==> src/rtl/seq_chunk_adder_pkg.sv <==
// seq_chunk_adder shared types and helpers.
// FSM state encoding and counter sizing.
package seq_chunk_adder_pkg;

  typedef enum logic [1:0] {
    IDLE = 2'd0,
    RUN  = 2'd1,
    DONE = 2'd2
  } state_t;

  // Bits needed to count 0..n-1, at least one.
  function automatic int clog2(input int n);
    int r;
    r = 0;
    for (int i = 0; i < 31; i++) begin
      if ((1 << i) < n) r = i + 1;
    end
    return (r < 1) ? 1 : r;
  endfunction

endpackage

==> src/rtl/seq_chunk_adder_chunk.sv <==
// chunk_adder: CHUNK-bit combinational ripple adder.
// Chain of one-bit full adder cells.
module chunk_adder #(
  parameter int CHUNK = 4
) (
  input  logic [CHUNK-1:0] a,
  input  logic [CHUNK-1:0] b,
  input  logic             cin,
  output logic [CHUNK-1:0] sum,
  output logic             cout
);

  logic [CHUNK:0] c;

  assign c[0] = cin;

  for (genvar i = 0; i < CHUNK; i++) begin : g_fa
    assign sum[i]   = a[i] ^ b[i] ^ c[i];
    assign c[i+1]   = (a[i] & b[i])
                    | (a[i] & c[i])
                    | (b[i] & c[i]);
  end

  assign cout = c[CHUNK];

endmodule

==> src/rtl/seq_chunk_adder.sv <==
// seq_chunk_adder: multi-cycle add/sub, CHUNK bits
// per clock with a carry register between chunks.
module seq_chunk_adder
  import seq_chunk_adder_pkg::*;
#(
  parameter int WIDTH = 16,
  parameter int CHUNK = 4
) (
  input  logic             iClk,
  input  logic             iRst_n,
  input  logic             iStart,
  input  logic             iSub,
  input  logic [WIDTH-1:0] iA,
  input  logic [WIDTH-1:0] iB,
  input  logic             iC,
  output logic [WIDTH-1:0] oS,
  output logic             oC,
  output logic             oV,
  output logic             oBusy,
  output logic             oDone
);

  localparam int N  = WIDTH / CHUNK;
  localparam int CW = clog2(N);
  localparam logic [CW-1:0] LAST = CW'(N - 1);
  localparam int MSB = WIDTH - 1;

  state_t           state;
  logic [CW-1:0]    cnt;
  logic [WIDTH-1:0] a_q;
  logic [WIDTH-1:0] b_q;
  logic [WIDTH-1:0] sum_q;
  logic             cy_q;

  int               idx;
  logic [CHUNK-1:0] a_c;
  logic [CHUNK-1:0] b_c;
  logic [CHUNK-1:0] s_c;
  logic             co_c;
  logic [WIDTH-1:0] sum_nx;

  // Bit offset of the chunk being processed.
  always_comb begin
    idx = int'(cnt) * CHUNK;
  end

  assign a_c = a_q[idx +: CHUNK];
  assign b_c = b_q[idx +: CHUNK];

  chunk_adder #(
    .CHUNK(CHUNK)
  ) u_chunk (
    .a   (a_c),
    .b   (b_c),
    .cin (cy_q),
    .sum (s_c),
    .cout(co_c)
  );

  // Sum register with the current chunk merged in.
  always_comb begin
    sum_nx             = sum_q;
    sum_nx[idx +: CHUNK] = s_c;
  end

  // Control FSM, operand/sum registers and outputs.
  always_ff @(posedge iClk) begin
    if (!iRst_n) begin
      state <= IDLE;
      cnt   <= '0;
      a_q   <= '0;
      b_q   <= '0;
      sum_q <= '0;
      cy_q  <= 1'b0;
      oS    <= '0;
      oC    <= 1'b0;
      oV    <= 1'b0;
      oBusy <= 1'b0;
      oDone <= 1'b0;
    end else begin
      unique case (state)
        IDLE, DONE: begin
          oDone <= 1'b0;
          if (iStart) begin
            a_q   <= iA;
            b_q   <= iSub ? ~iB : iB;
            cy_q  <= iSub ? ~iC : iC;
            cnt   <= '0;
            state <= RUN;
            oBusy <= 1'b1;
          end else begin
            state <= IDLE;
            oBusy <= 1'b0;
          end
        end
        RUN: begin
          sum_q <= sum_nx;
          cy_q  <= co_c;
          cnt   <= cnt + 1'b1;
          if (cnt == LAST) begin
            state <= DONE;
            oBusy <= 1'b0;
            oDone <= 1'b1;
            oS    <= sum_nx;
            oC    <= co_c;
            oV    <= (a_q[MSB] == b_q[MSB])
                  && (sum_nx[MSB] != a_q[MSB]);
          end
        end
        default: begin
          state <= IDLE;
          oBusy <= 1'b0;
          oDone <= 1'b0;
        end
      endcase
    end
  end

endmodule

==> config.mk <==
export PLATFORM = sky130hd
export DESIGN_NAME = seq_chunk_adder
export DESIGN_NICKNAME = d
export VERILOG_FILES = /design/src/rtl/seq_chunk_adder_pkg.sv /design/src/rtl/seq_chunk_adder_chunk.sv /design/src/rtl/seq_chunk_adder.sv
export SDC_FILE = /design/constraint.sdc
export NUM_CORES = 1
export LEC_CHECK = 0
export BUFFER_PORTS_ARGS = -buffer_cell sky130_fd_sc_hd__buf_2
export CAP_MARGIN = 15
export CORE_UTILIZATION = 45
export CTS_BUF_LIST = sky130_fd_sc_hd__clkbuf_8
export DETAILED_ROUTE_END_ITERATION = 8
export HOLD_SLACK_MARGIN = 0.08
export PLACE_DENSITY = 0.66
export SLEW_MARGIN = 20
export SYNTH_ARGS = -nofsm -noshare
export SYNTH_HDL_FRONTEND = slang
export SYNTH_SLANG_ARGS = --single-unit
export TNS_END_PERCENT = 1
==> constraint.sdc <==
create_clock -name iClk -period 7.15 [get_ports iClk]
set_input_delay 0.715 -clock iClk [delete_from_list [all_inputs] [get_ports iClk]]
set_output_delay 0.715 -clock iClk [all_outputs]
set_load 0.05 [all_outputs]
Word level (Yosys, flattened, before mapping)
Index checks and enable logic that the tools add are counted.
{"block": "word_totals", "word_cells": 75, "ff_bits": 73, "output_inout_bits": 20, "input_bits": 37}
{"block": "op_classes", "n_eq_ne": 7, "n_shift": 4, "reduce_logical": 8, "add_sub_neg": 2, "muxes": 13, "bitwise": 30}
{"operator": "$neg A4 Y33", "n": 1}
{"operator": "$shift A4 B33 Y16 const A", "n": 1}
{"operator": "$shiftx A4 B33 Y16", "n": 1}
{"operator": "$shiftx A16 B5 Y4", "n": 2}
{"operator": "$bwmux W16", "n": 1}
{"operator": "$mux W16", "n": 1}
{"operator": "$not A16 Y16", "n": 1}
{"operator": "$and A1 B1 Y1", "n": 12}
{"operator": "$or A1 B1 Y1", "n": 8}
{"operator": "$pmux W2 S2", "n": 2}
{"operator": "$reduce_and A2 Y1", "n": 4}
{"operator": "$xor A1 B1 Y1", "n": 8}
{"operator": "$mux W1", "n": 5}
{"operator": "$eq A2 B2 Y1 const B", "n": 2}
{"operator": "$mux W2", "n": 2}
{"operator": "$ne A2 B2 Y1 const B", "n": 2}
{"operator": "$pmux W1 S2", "n": 2}
{"operator": "$add A2 B1 Y2 const B", "n": 1}
{"operator": "$eq A2 B1 Y1 const B", "n": 1}
{"operator": "$logic_not A2 Y1", "n": 1}
{"operator": "$reduce_bool A2 Y1", "n": 1}
{"operator": "$reduce_or A2 Y1", "n": 1}
{"operator": "$eq A1 B1 Y1", "n": 1}
{"operator": "$logic_and A1 B1 Y1", "n": 1}
{"operator": "other kinds (2)", "n": 2}

Depth between registers and ports, before layout
{"block": "depth", "ltp_word": 15, "depth_mapped": 11, "mapped_depth_nobuf": 10}

Cells and area by module
Synthesis repeated with hierarchy kept, for this count alone.
{"block": "unflattened", "cells_unflattened": 359, "hier_area_um2": 3405.8}
{"module": "seq_chunk_adder", "seq_area_each_um2": 1461.4, "cells_each": 345, "instances": 1, "area_each_um2": 3288.2}
{"module": "chunk_adder", "seq_area_each_um2": 0.0, "cells_each": 14, "instances": 1, "area_each_um2": 117.6}

Worst setup path after synthesis
OpenSTA, ideal clock, no wires.
{"block": "synth_timing", "kind": "reg-to-reg", "startpoint": "register cnt[0]", "endpoint": "register oV", "setup_time_ps": 66, "required_ps": 7084, "stages_incl_launch_ff": 12, "path_slack_ps": 3938, "arrival_ps": 3145, "period_less_slack_ps": 3212, "n_path_buf": 1, "path_cell_list": "dfxtp_1 buf_4 mux4_2 fa_1 inv_1 fa_1 fa_1 inv_1 fa_1 nand4bb_1 o311a_1 a21oi_2"}
{"block": "synth_between", "elab_chain_len": 15, "word_cells_on_any_way": 33, "classes_between": "add/sub: 1; eq/ne: 2; shift: 4; mux: 1; bitwise: 23; reduce/logical: 2"}
{"item": "start, declared", "line_no": "seq_chunk_adder.sv:29", "rtl": "logic [CW-1:0] cnt;"}
{"item": "start signal, assigned", "line_no": "seq_chunk_adder.sv:99", "rtl": "cnt <= cnt + 1'b1;"}
{"item": "$shiftx A16 B5 Y4 (on tied branches)", "line_no": "seq_chunk_adder.sv:47, seq_chunk_adder.sv:48"}
{"item": "$and A1 B1 Y1 (on tied branches)", "line_no": "seq_chunk_adder_chunk.sv:19, seq_chunk_adder_chunk.sv:20"}
{"item": "$or A1 B1 Y1", "line_no": "seq_chunk_adder_chunk.sv:20", "rtl": "| (a[i] & c[i])"}
{"item": "$or A1 B1 Y1", "line_no": "seq_chunk_adder_chunk.sv:21", "rtl": "| (b[i] & c[i]);"}
{"item": "$and A1 B1 Y1", "line_no": "seq_chunk_adder_chunk.sv:20"}
{"item": "$or A1 B1 Y1", "line_no": "seq_chunk_adder_chunk.sv:20"}
{"item": "$or A1 B1 Y1", "line_no": "seq_chunk_adder_chunk.sv:21"}
{"item": "$and A1 B1 Y1", "line_no": "seq_chunk_adder_chunk.sv:20"}
{"item": "$or A1 B1 Y1", "line_no": "seq_chunk_adder_chunk.sv:20"}
{"item": "$or A1 B1 Y1", "line_no": "seq_chunk_adder_chunk.sv:21"}
{"item": "$xor A1 B1 Y1", "line_no": "seq_chunk_adder_chunk.sv:18", "rtl": "assign sum[i] = a[i] ^ b[i] ^ c[i];"}
{"item": "$shiftx A4 B33 Y16", "line_no": "seq_chunk_adder.sv:63", "rtl": "sum_nx[idx +: CHUNK] = s_c;"}
{"item": "$bwmux W16", "line_no": "seq_chunk_adder.sv:63"}
{"item": "$ne A1 B1 Y1", "line_no": "seq_chunk_adder.sv:107", "rtl": "&& (sum_nx[MSB] != a_q[MSB]);"}
{"item": "$logic_and A1 B1 Y1", "line_no": "seq_chunk_adder.sv:107"}
{"item": "end signal, assigned", "line_no": "seq_chunk_adder.sv:106", "rtl": "oV <= (a_q[MSB] == b_q[MSB])"}
{"item": "end, declared", "line_no": "seq_chunk_adder.sv:18", "rtl": "output logic oV,"}
Several ways; a longest one is shown, not always the timed one.
A chain may end at the register's enable or synchronous reset.

Final worst setup path
Ends and elaborated chain as after synthesis.

==> flow_summary.yaml <==
worst_setup_path:
  crit_arrival_ps: 4040
  cp_max_fo: 19
  start_kind: "flip-flop"
  crit_buf_inv: 2
  path_class: "flip-flop to flip-flop"
  required_ps: 7430
  crit_chain: "mux4_2 > fa_1 > inv_1 > fa_1 > fa_1 > inv_1 > fa_1 > nand4bb_1 > o311a_1 > a21oi_2"
  crit_slowest_cell: "dfxtp_1"
  worstSetupEndpointType: "flip-flop"
  critPathMostFrequentCell: "fa_1"
  max_stage_delay_ps: 870
  path_delay_family: "adder cells"
die:
  io_pins: 57
  dieArea_mm2: 0.007884
  die_h_um: 88.79
  core_area_mm2: 0.007253
  start_util: 0.4673
  dieWidth_um: 88.79
  rows: 31
cts:
  cts_buffer_depth: 2
  numCtsBuffers: 9
  post_cts.repair.setup_buffers: 0
  cts.sinks: 73
  clk_pin_slew_worst_paths_ps: 70
  worstSkewPairLatency_ps: 340
  ctsHoldBuffers: 0
  ctsRootBufferMaster: "clkbuf_8"
  cts_tree: "yes"
  post_cts_resized: 0
  htreeDepth: 3
sta:
  rsz0062_at_grt: "no"
  finClkSkew_ps: 8.687
  hold_viol: 0
  final.setup.tns_ps: 0
  fmax_mhz: 266.1
  worstMarginPinSlew_ps: 972.7
  slew_headroom: 0.3502
  fin_crit_ps: 3758
  fin_crit_sh: 0.5256
  slew_viol_final: 0
  setup_viol: 0
placement:
  routabilityCongestion: 0.8152
  dp_hpwl_um: 4681
  dp.cells: 487
  io_buffers: 56
  placed_area_mm2: 0.003676
cells_and_area:
  finalNetCount: 446
  fin_area_mm2: 0.003874
  areaGrowthSynthToFinish_pct: 14.29
  drive_gt1_frac: 0.2134
  nFillCells: 676
  antenna_cells: 0
  fin_util: 0.5341
  layout.cells.non_filler: 502
detailed_routing:
  wl_per_cell_um: 13.82
  drt_pre_antenna_iters: 4
  route.detailed.drc: 0
  drtAntennaViolNets: 0
  routed_wirelength_um: 6936
  num_vias: 2614
  drt-initial-drc-count: 88
  vias_per_cell: 5.207
power:
  power.density_mw_per_mm2: 230.9
  leakagePower_nw: 1.708
  vdd_drop_max_v: 0.0001096
synth:
  syn-num-nets: 404
  yosysTopAreaCellShare: 0.4312
  syn_area_mm2: 0.003390
  ys_seq_elements: 73
  ys_seq_area_frac: 0.4312
  async_flop_share: 0
  synth_edf_count: 0
  yosys_warnings: 0
  yosys-top-cells-area: "dfxtp_1, nand2_1, o211a_1"
  synth_area_leader_cell: "dfxtp_1"
  synthCells: 357
  ys.flop_type: "dfxtp_1"
  avgSynthCellArea_um2: 9.494
  yosys.cell_types.count: 40
global_route:
  grt_pass1_wl_um: 11340
  grt_start_max_net_pins: 75
  grt_pass1_vias: 2435
  globalRouteTotalUtil: 0.1917
  grt-ovfl-total: 0
  antenna_found_initial: 0
run:
  cap_violations: 0
run_status:
  status: "finished, final reports clean"
hold_path:
  min_path_type: "flip-flop to flip-flop"
==> path summary, 6_finish.rpt <==
check | slack, ps | start | end | cells past startpoint
worst min-delay path | 470 | a_q[14]$_SDFFE_PN0P_ | a_q[14]$_SDFFE_PN0P_ | 2
worst min register to register | 470 | a_q[14]$_SDFFE_PN0P_ | a_q[14]$_SDFFE_PN0P_ | 2
worst max-delay path | 3390 | cnt[0]$_SDFFE_PN0P_ | oV$_SDFFE_PN0P_ | 10
worst max register to register | 3390 | cnt[0]$_SDFFE_PN0P_ | oV$_SDFFE_PN0P_ | 10
==> stage by stage <==
stage               power (mW)  hold slack [ps]  worst slack (ps)
floorplan               0.5463            440.2              3938
global placement        0.5787            454.9              3498
detailed placement      0.5826            465.7              3396
CTS                     0.9007            476.4              3376
global route            0.9365            496.9              3155
finish                  0.8943            473.1              3392
==> per-layer routing <==
layer,vias to the layer above,global-route usage,wire length (um),share of wire
li1,1327,-,-,-
met1,1200,0.2306,3148,0.45
met2,71,0.3210,3322,0.48
met3,16,0.05224,328,0.047
met4,0,0.08504,136,0.020
met5,-,0,0,0
==> flip-flops by register name (all words and copies together) (netlist names) <==
name and flops:
oDone 1, a_q 16, b_q 16, cnt 2, state 2, oBusy 1, oV 1, cy_q 1
sum_q 16, oC 1, oS 16
==> cells by family after synthesis <==
group	share of synthesized area
flops	0.4312
mux	0.05611
simple gates	0.1388
fa+ha+maj	0.04577
compound gates	0.2274
buf+inv	0.05685
xor+xnor	0.04393
==> Yosys cell counts, types with 4 or more instances <==
library cell / instances
nand2_1: 53
inv_1: 16
buf_2: 10
fa_1: 4
a21boi_0: 22
ha_1: 6
o21ai_1: 13
xnor2_1: 16
o211a_1: 18
dfxtp_1: 73
buf_4: 6
mux4_2: 8
clkbuf_1: 10
a21oi_1: 33
nor2b_1: 13
nand3_1: 5
o21ai_0: 15
==> layout by cell type (no fill, tap or decap), types with 2 or more instances in the layout <==
cell type / Yosys / routed
dfxtp_1: 73 / 73
buf_2: 10 / 55
nand2_1: 53 / 53
a21oi_1: 33 / 33
a21boi_0: 22 / 22
o211a_1: 18 / 18
inv_1: 16 / 17
xnor2_1: 16 / 16
o21ai_0: 15 / 15
o21ai_1: 13 / 13
nor2b_1: 13 / 12
clkbuf_8: 0 / 11
mux4_2: 8 / 8
ha_1: 6 / 6
nand3_1: 5 / 5
fa_1: 4 / 4
nand4bb_1: 3 / 3
nand2b_1: 3 / 3
and2_1: 3 / 3
nor2_1: 3 / 3
o221ai_1: 2 / 2
and4bb_2: 2 / 2
o221a_2: 2 / 2
nand3b_1: 2 / 2
a32o_1: 2 / 2
clkinv_2: 0 / 2
buf_4: 6 / 2
==> layout make-up <==
type | instances | area (um^2) | area share
well taps | 99 | 123.9 | 0.03198
clock buffers | 11 | 151.4 | 0.03908
clock inverters | 4 | 43.79 | 0.01130
repair buffers | 57 | 290.3 | 0.07494
multi-input cells | 242 | 1743 | 0.4499
inverters | 16 | 60.06 | 0.01550
flip-flops and latches | 73 | 1461 | 0.3773
==> where the power goes <==
group / internal [mW] / switching, mW / total [mW]
Sequential: 0.429 / 0.0171 / 0.446
Combinational: 0.0569 / 0.0693 / 0.126
Clock: 0.176 / 0.146 / 0.322
Total: 0.662 / 0.232 / 0.894
==> tightest hold or removal path, cell delays in order, from the launching register on <==
cell,delay (ps)
dfxtp_1,310
nand2_1,50
a21boi_0,60
(Power assumes the default switching activity.)
